==> src/rtl/mini_rom_arb.sv <==
// mini_rom_arb: round-robin burst reader sharing one 1-cycle-latency ROM.
// Define MINI_ROM_ARB_STAT_EN to add per-requester beat counters and a conflict pulse.
module mini_rom_arb #(
    parameter int AW = 8,
    parameter int DW = 8,
    parameter int LW = 4
) (
    input  logic          clk,
    input  logic          rst_n,
    input  logic          req0,
    input  logic [AW-1:0] addr0,
    input  logic [LW-1:0] len0,
    output logic          gnt0,
    output logic          rvalid0,
    output logic          rlast0,
    input  logic          req1,
    input  logic [AW-1:0] addr1,
    input  logic [LW-1:0] len1,
    output logic          gnt1,
    output logic          rvalid1,
    output logic          rlast1,
    output logic [DW-1:0] rdata,
    output logic [AW-1:0] rom_addr,
    input  logic [DW-1:0] rom_dout
`ifdef MINI_ROM_ARB_STAT_EN
    ,
    output logic [15:0]   beats0,
    output logic [15:0]   beats1,
    output logic          conflict
`endif
);

    typedef enum logic {
        IDLE,
        BURST
    } state_t;

    state_t        state;
    state_t        state_nx;
    logic          ptr;
    logic          ptr_nx;
    logic          owner;
    logic          owner_nx;
    logic [LW-1:0] cnt;
    logic [LW-1:0] cnt_nx;
    logic [AW-1:0] addr_nx;
    logic          gnt0_nx;
    logic          gnt1_nx;
    logic          rvalid0_nx;
    logic          rvalid1_nx;
    logic          rlast0_nx;
    logic          rlast1_nx;
    logic          win1;
    logic          last_beat;

    // ROM data is already registered, so the beat data is a plain pass-through
    assign rdata = rom_dout;

    always_ff @(posedge clk or negedge rst_n) begin
        if (!rst_n) begin
            state    <= IDLE;
            ptr      <= 1'b0;
            owner    <= 1'b0;
            cnt      <= '0;
            rom_addr <= '0;
            gnt0     <= 1'b0;
            gnt1     <= 1'b0;
            rvalid0  <= 1'b0;
            rvalid1  <= 1'b0;
            rlast0   <= 1'b0;
            rlast1   <= 1'b0;
        end else begin
            state    <= state_nx;
            ptr      <= ptr_nx;
            owner    <= owner_nx;
            cnt      <= cnt_nx;
            rom_addr <= addr_nx;
            gnt0     <= gnt0_nx;
            gnt1     <= gnt1_nx;
            rvalid0  <= rvalid0_nx;
            rvalid1  <= rvalid1_nx;
            rlast0   <= rlast0_nx;
            rlast1   <= rlast1_nx;
        end
    end

    // ptr=1 means requester 1 wins a tie
    always_comb begin
        win1 = 1'b0;
        unique case (1'b1)
            req0 & ~req1: win1 = 1'b0;
            req1 & ~req0: win1 = 1'b1;
            req0 & req1:  win1 = ptr;
            default:      win1 = 1'b0;
        endcase
    end

    assign last_beat = (cnt == '0);

    always_comb begin
        state_nx   = state;
        ptr_nx     = ptr;
        owner_nx   = owner;
        cnt_nx     = cnt;
        addr_nx    = rom_addr;
        gnt0_nx    = 1'b0;
        gnt1_nx    = 1'b0;
        rvalid0_nx = 1'b0;
        rvalid1_nx = 1'b0;
        rlast0_nx  = 1'b0;
        rlast1_nx  = 1'b0;
        unique case (state)
            IDLE: begin
                if (req0 || req1) begin
                    state_nx = BURST;
                    owner_nx = win1;
                    ptr_nx   = ~win1;
                    addr_nx  = win1 ? addr1 : addr0;
                    cnt_nx   = win1 ? len1 : len0;
                    gnt0_nx  = ~win1;
                    gnt1_nx  = win1;
                end
            end
            BURST: begin
                // the address on rom_addr now returns data next cycle
                rvalid0_nx = ~owner;
                rvalid1_nx = owner;
                rlast0_nx  = ~owner & last_beat;
                rlast1_nx  = owner & last_beat;
                if (last_beat) begin
                    state_nx = IDLE;
                end else begin
                    addr_nx = rom_addr + 1'b1;
                    cnt_nx  = cnt - 1'b1;
                end
            end
            default: state_nx = IDLE;
        endcase
    end

`ifdef MINI_ROM_ARB_STAT_EN
    always_ff @(posedge clk or negedge rst_n) begin
        if (!rst_n) begin
            beats0   <= '0;
            beats1   <= '0;
            conflict <= 1'b0;
        end else begin
            if (rvalid0 && beats0 != 16'hFFFF) begin
                beats0 <= beats0 + 16'd1;
            end
            if (rvalid1 && beats1 != 16'hFFFF) begin
                beats1 <= beats1 + 16'd1;
            end
            conflict <= (state == IDLE) && req0 && req1;
        end
    end
`endif

endmodule
==> config.mk <==
export PLATFORM = sky130hd
export DESIGN_NAME = mini_rom_arb
export DESIGN_NICKNAME = d
export VERILOG_FILES = /design/src/rtl/mini_rom_arb.sv
export SDC_FILE = /design/constraint.sdc
export NUM_CORES = 1
export LEC_CHECK = 0
export CAP_MARGIN = 40
export CELL_PAD_IN_SITES_DETAIL_PLACEMENT = 2
export CELL_PAD_IN_SITES_GLOBAL_PLACEMENT = 2
export CORE_ASPECT_RATIO = 0.7
export CORE_MARGIN = 2
export CORE_UTILIZATION = 22
export CTS_BUF_LIST = sky130_fd_sc_hd__clkbuf_8
export DETAILED_ROUTE_END_ITERATION = 7
export HOLD_SLACK_MARGIN = 0.06
export PLACE_DENSITY_LB_ADDON = 0.1
export SYNTH_ARGS = -nofsm -noshare
export SYNTH_HDL_FRONTEND = slang
export SYNTH_SLANG_ARGS = --single-unit
==> constraint.sdc <==
create_clock -name clk -period 1.4 [get_ports clk]
set_clock_uncertainty 0.05 [all_clocks]
set_input_delay 0.21 -clock clk [delete_from_list [all_inputs] [get_ports clk]]
set_output_delay 0.21 -clock clk [all_outputs]
set_load 0.02 [all_outputs]
# ---- Word-level counts from Yosys, hierarchy flattened
# Cells that the tools add are included.
dict set report word_totals {
  register_bits 21
  input_bits 36
  out_inout_bits 22
  elab_cells 47
}
dict set report op_classes {
  n_addsub 2
  n_eq_ne 2
  muxes 20
  n_bitwise 8
  n_reduce_logical 4
}
# op n
set op_table {}
lappend op_table {{8-bit two-way mux} 3}
lappend op_table {{8-bit one-hot mux with 2 select lines} 1}
lappend op_table {{4-bit two-way mux} 3}
lappend op_table {{1-bit two-way mux} 10}
lappend op_table {{8-bit by 1-bit adder with 8-bit output, second input constant} 1}
lappend op_table {{4-bit one-hot mux with 2 select lines} 1}
lappend op_table {{1-bit AND} 4}
lappend op_table {{4-bit zero test} 1}
lappend op_table {{2-bit != test, second input constant} 2}
lappend op_table {{1-bit inverter} 4}
lappend op_table {{1-bit one-hot mux with 2 select lines} 2}
lappend op_table {{2-bit AND reduction} 2}
lappend op_table {{4-bit by 1-bit subtractor with 4-bit output, second input constant} 1}
lappend op_table {{1-bit logical OR} 1}

# ---- Longest topological paths before layout
# Gate-level depths: netlist (run 1).
dict set report logic_depth {
  depth_word 6
  depth_mapped 8
  ltp_nobuf 7
}

# ---- Least setup slack after synthesis (run 1)
# No wires, ideal clock.
dict set report synth_path {
  kind {register to register}
  startpoint {register cnt[0]}
  endpoint {register rom_addr[4]}
  setup_ns 0.126
  t_arrival_ns 1.331
  required_ns 1.224
  slack_ns -0.107
  stages_incl_launch_ff 8
  n_path_buf 1
  period_less_slack_ns 1.507
  cell_sequence {dfrtp_1 -> inv_1 -> ha_1 -> nand4bb_2 -> buf_6 -> o31ai_4 -> o21ai_2 -> a221o_1}
}
dict set report synth_via {
  elab_chain_len 3
}
# element line_no
set synth_rtl {}
lappend synth_rtl {{from (decl)} 44} ;# logic [LW-1:0] cnt;
lappend synth_rtl {{from (signal assigned)} 76} ;# cnt <= cnt_nx;
lappend synth_rtl {{4-bit zero test} 98} ;# assign last_beat = (cnt == '0);
lappend synth_rtl {{2-bit != test (no source line)} -}
lappend synth_rtl {{2-bit AND reduction (no source line)} -}
lappend synth_rtl {{to (signal assigned)} 77} ;# rom_addr <= addr_nx;
lappend synth_rtl {{to (decl)} 23} ;# output logic [AW-1:0] rom_addr,
# No other way between the ends.
# A chain may end at the register's enable or synchronous reset.

# ---- Final worst setup path (run 1)
dict set report layout_path {
  startpoint {register cnt[1]}
  endpoint {register rom_addr[4]}
}
# Same word-level chain as after synthesis.

==> results of run 1 <==
## logic make-up after synthesis
| group | after synthesis | synth area share |
|---|---|---|
| compound gates | 30 | 0.176 |
| mux | 12 | 0.0959 |
| xor+xnor | 1 | 0.00692 |
| fa+ha+maj | 3 | 0.0296 |
| simple gates | 46 | 0.173 |
| buf+inv | 19 | 0.104 |
| flops | 21 | 0.415 |
## power breakdown
group	internal (mW)	switching [mW]	leakage (nW)
logic	1.48	1.37	0.702
registers	0.881	0.237	0.252
clock network	0.202	0.244	0.0217
## stage by stage
| step | area [µm²] | setup TNS (ns) |
|---|---|---|
| 3_3_place_gp | 1910 | -4.31 |
| 3_5_place_dp | 1910 | -4.61 |
| 2_1_floorplan | 1270 | -0.357 |
| 6_report | 2180 | -1.04 |
| 4_1_cts | 2090 | -0.778 |
| 5_1_grt | 2180 | -2.16 |
## cell type report
cell class,instances,area (µm²),area share
multi-input combinational,92,767,0.351
timing repair buffer,79,719,0.329
sequential,21,526,0.241
tap,75,93.8,0.0430
clock buffer,3,41.3,0.0189
inverter,6,30.0,0.0137
clock inverter,1,7.51,0.00344
## worst max-delay path, stage by stage (launching register included)
cell       delay [ns]
dfrtp_1          0.41
inv_2            0.09
ha_4             0.15
nand4bb_4        0.15
o31ai_4          0.11
buf_6            0.15
o21ai_2          0.05
a221o_1          0.29
## repair_timing
action                                  CTS  global route
gates cloned                              0             0
pin swaps                                 9             9
endpoints found under the setup margin   26            16
setup buffers                             8             1
gates resized for setup                  39            24
## metal layers
layer  GRT usage  vias to the layer above  part of all wire
met1       0.172                      614              0.41
met2       0.292                       29              0.54
met5           0                        -                 0
met3      0.0346                        7             0.041
li1            -                      599                 -
met4      0.0290                        0            0.0089
## cell usage in the layout (no fill, tap or decap), types with 2 or more instances in the layout
master | Yosys | layout
and3_1 | 3 | 3
mux2i_1 | 11 | 8
o211ai_1 | 2 | 2
nor2_1 | 11 | 8
inv_1 | 5 | 2
nand2_1 | 18 | 12
clkdlybuf4s50_1 | 0 | 25
dfrtp_1 | 21 | 21
inv_2 | 1 | 3
o21ai_0 | 5 | 4
nand3_1 | 6 | 6
a221oi_2 | 0 | 2
a211oi_2 | 1 | 3
mux2i_2 | 0 | 3
o221ai_2 | 0 | 3
dlygate4sd2_1 | 0 | 15
buf_4 | 8 | 30
nand2_4 | 0 | 4
buf_6 | 4 | 6
clkbuf_8 | 0 | 3
nor2_2 | 0 | 2
ha_4 | 0 | 2
a21oi_1 | 7 | 6
o21ai_2 | 1 | 2
nand2_2 | 1 | 3
## synthesized netlist by cell type
library cell and count:
or2_2 1, buf_6 4, o221ai_1 3, o22ai_1 2, nor2b_1 1, xnor2_1 1
a221o_1 1, o211ai_1 2, nor2_1 11, o21ba_2 1, a211oi_1 2, o31ai_4 1
and3_1 3, mux2i_1 11, or3_1 1, inv_2 1, nand4bb_2 1, a221oi_1 2
inv_1 5, nand2b_2 1, mux2_2 1, nand3_1 6, o21ai_2 1, nand2_2 1
ha_1 3, o21bai_1 1, a21oi_1 7, a31oi_1 1, a211oi_2 1, nor3_1 1
dfrtp_1 21, nand2b_1 1, clkbuf_1 1, o21ai_0 5, buf_4 8, nand2_1 18
## how the worst max path moves through the flow
stage	start	to	depth (start not counted)
2_1_floorplan	cnt[0]	rom_addr[4]	7
6_report	cnt[1]	rom_addr[4]	7
3_5_place_dp	req1	rom_addr[4]	5
3_3_place_gp	req0	cnt[0]	6
4_1_cts	cnt[1]	rom_addr[4]	7
5_1_grt	cnt[0]	rom_addr[4]	7
==> impl_results.md, run 1 <==
* Result of the run: finished, violations left
* Wire length of the first global-routing pass at 7190 µm
* Max H-tree Level at 1
* Total I/O pin count at 58
* Cells on worst reg2reg path at 7
* Vertical extent of the die at 67.5 µm
* Max-Cap Viols at 0
* Top reg by flops: rom_addr
* Endpoint class of the critical path: register
* Placed cells at 265
* Critical Setup Path Class: reg2reg
* Ant diodes at 0
* Largest net degree at the start of global routing at 22
* Initial Utilization at 0.224
* Number of clock buffers inserted by TritonCTS at 3
* CP max FO at 4
* Ranking of synthesized cells by area: dfrtp_1, mux2i_1, nand2_1
* Hold WS at 0.226 ns
* Number of distinct standard cells referenced by the synthesized netlist at 36
* Area of the mapped netlist at 1270 µm²
* Floorplan die area at 6390 µm²
* Required time of the critical path at 1.51 ns
* Clock transition time at the flip-flop clock pins of the worst setup and hold paths at 0.09 ns
* Final global-route overflow total at 0
* Post-placement worst setup slack at -0.421 ns
* Count of state elements after synthesis at 21
* Initial antenna violation count at 0
* RSZ-0062 raised after global routing: true
* Final wirelength at 4480 µm
* Power density of the placed cells at 2020 nW/µm²
* Hold violation total from the final report at 0
* Number of warnings reported in the yosys synthesis log at 0
* Drt initial violations at 16
* Last weighted congestion value of the routability-driven placer at 0.728
* Startpoint of the lowest-slack register-to-register path: cnt[1]
* Clock tree buffer depth at 2
* Worst ir drop on vdd at 0.610 mV
* Post-layout nets at 242
* Post-synthesis to final-layout area growth at 72.5%
* Cell at the root of the clock tree: clkbuf_8
* Slew margin rel. at 0.764
* Post-synthesis cell type with the largest combined area: dfrtp_1
* Portion of the clock cycle consumed by the worst path in the final layout at 1.12
* Remaining antenna violation count at 0
* Critical Path Start Type: register
* Die Wd at 94.7 µm
* Share of post-route cells with drive strength above 1 at 0.396
* Leakage component of the power at 0.976 nW
* FMAX at 637 MHz
* Number of fillers in the final layout at 627
* DP Wirelength at 3330 µm
* Final cell utilization of the core at 0.387
* DRC violations left at 0
* Core box area at 5640 µm²
* Final setup violation count at 11
* Violations in the final reports: negative setup slack
* Top-area cell type share of the netlist area at 0.415
* Capture instance of the worst register-to-register path: rom_addr[4]
* Crit path setup slack, layout at -0.171 ns
* Gate Count Post-Synth at 132
* Avg Inst Size Synth at 9.59 µm²
* Number of global-route vias before repair at 1393
* Signal arrival time at the worst endpoint at 1.68 ns
* Leading registers by flop count: rom_addr (8), cnt (4)
* Sequential area share after synthesis at 0.415
* Final total power at 4.42 mW
* Hold buffer count at cts at 0
* Average routed wire per standard cell at 16.2 µm
* Clock sink count at 21
* Actual slew at the worst max-slew pin at 0.351 ns
* Clock tree from TritonCTS: yes
* Vias per Instance at 4.51
* Number of nets produced by synthesis at 171
* Max-slew violation total from the final report at 0
* Count of input and output buffers at 41
* Number of rows created at floorplan at 23
* Tightest Hold Check Type: in2async
* Reg-to-reg slack, setup at -0.17 ns
* Insertion delay to the later sink of the worst-skew pair at 0.28 ns
* Count of placed standard cells in the final layout, fillers left out at 277
* Max reg flops at 8
* Overall via count from detail_route at 1249
* Minimum clock period at 1.57 ns
* First-pass iteration count of the detailed router at 4
* Total track usage at 0.151
Note: power is estimated with default switching activity, not from simulation.
==> run 2, diff against run 1 <==
--- a/config.mk
+++ b/config.mk
@@ -5,6 +5,7 @@
 export SDC_FILE = /design/constraint.sdc
 export NUM_CORES = 1
 export LEC_CHECK = 0
+export ABC_CLOCK_PERIOD_IN_PS = 1400
 export CAP_MARGIN = 40
 export CELL_PAD_IN_SITES_DETAIL_PLACEMENT = 2
 export CELL_PAD_IN_SITES_GLOBAL_PLACEMENT = 2
==> results of run 2 <==
The final DEF is identical to that of run 1; final timing and power are the same.
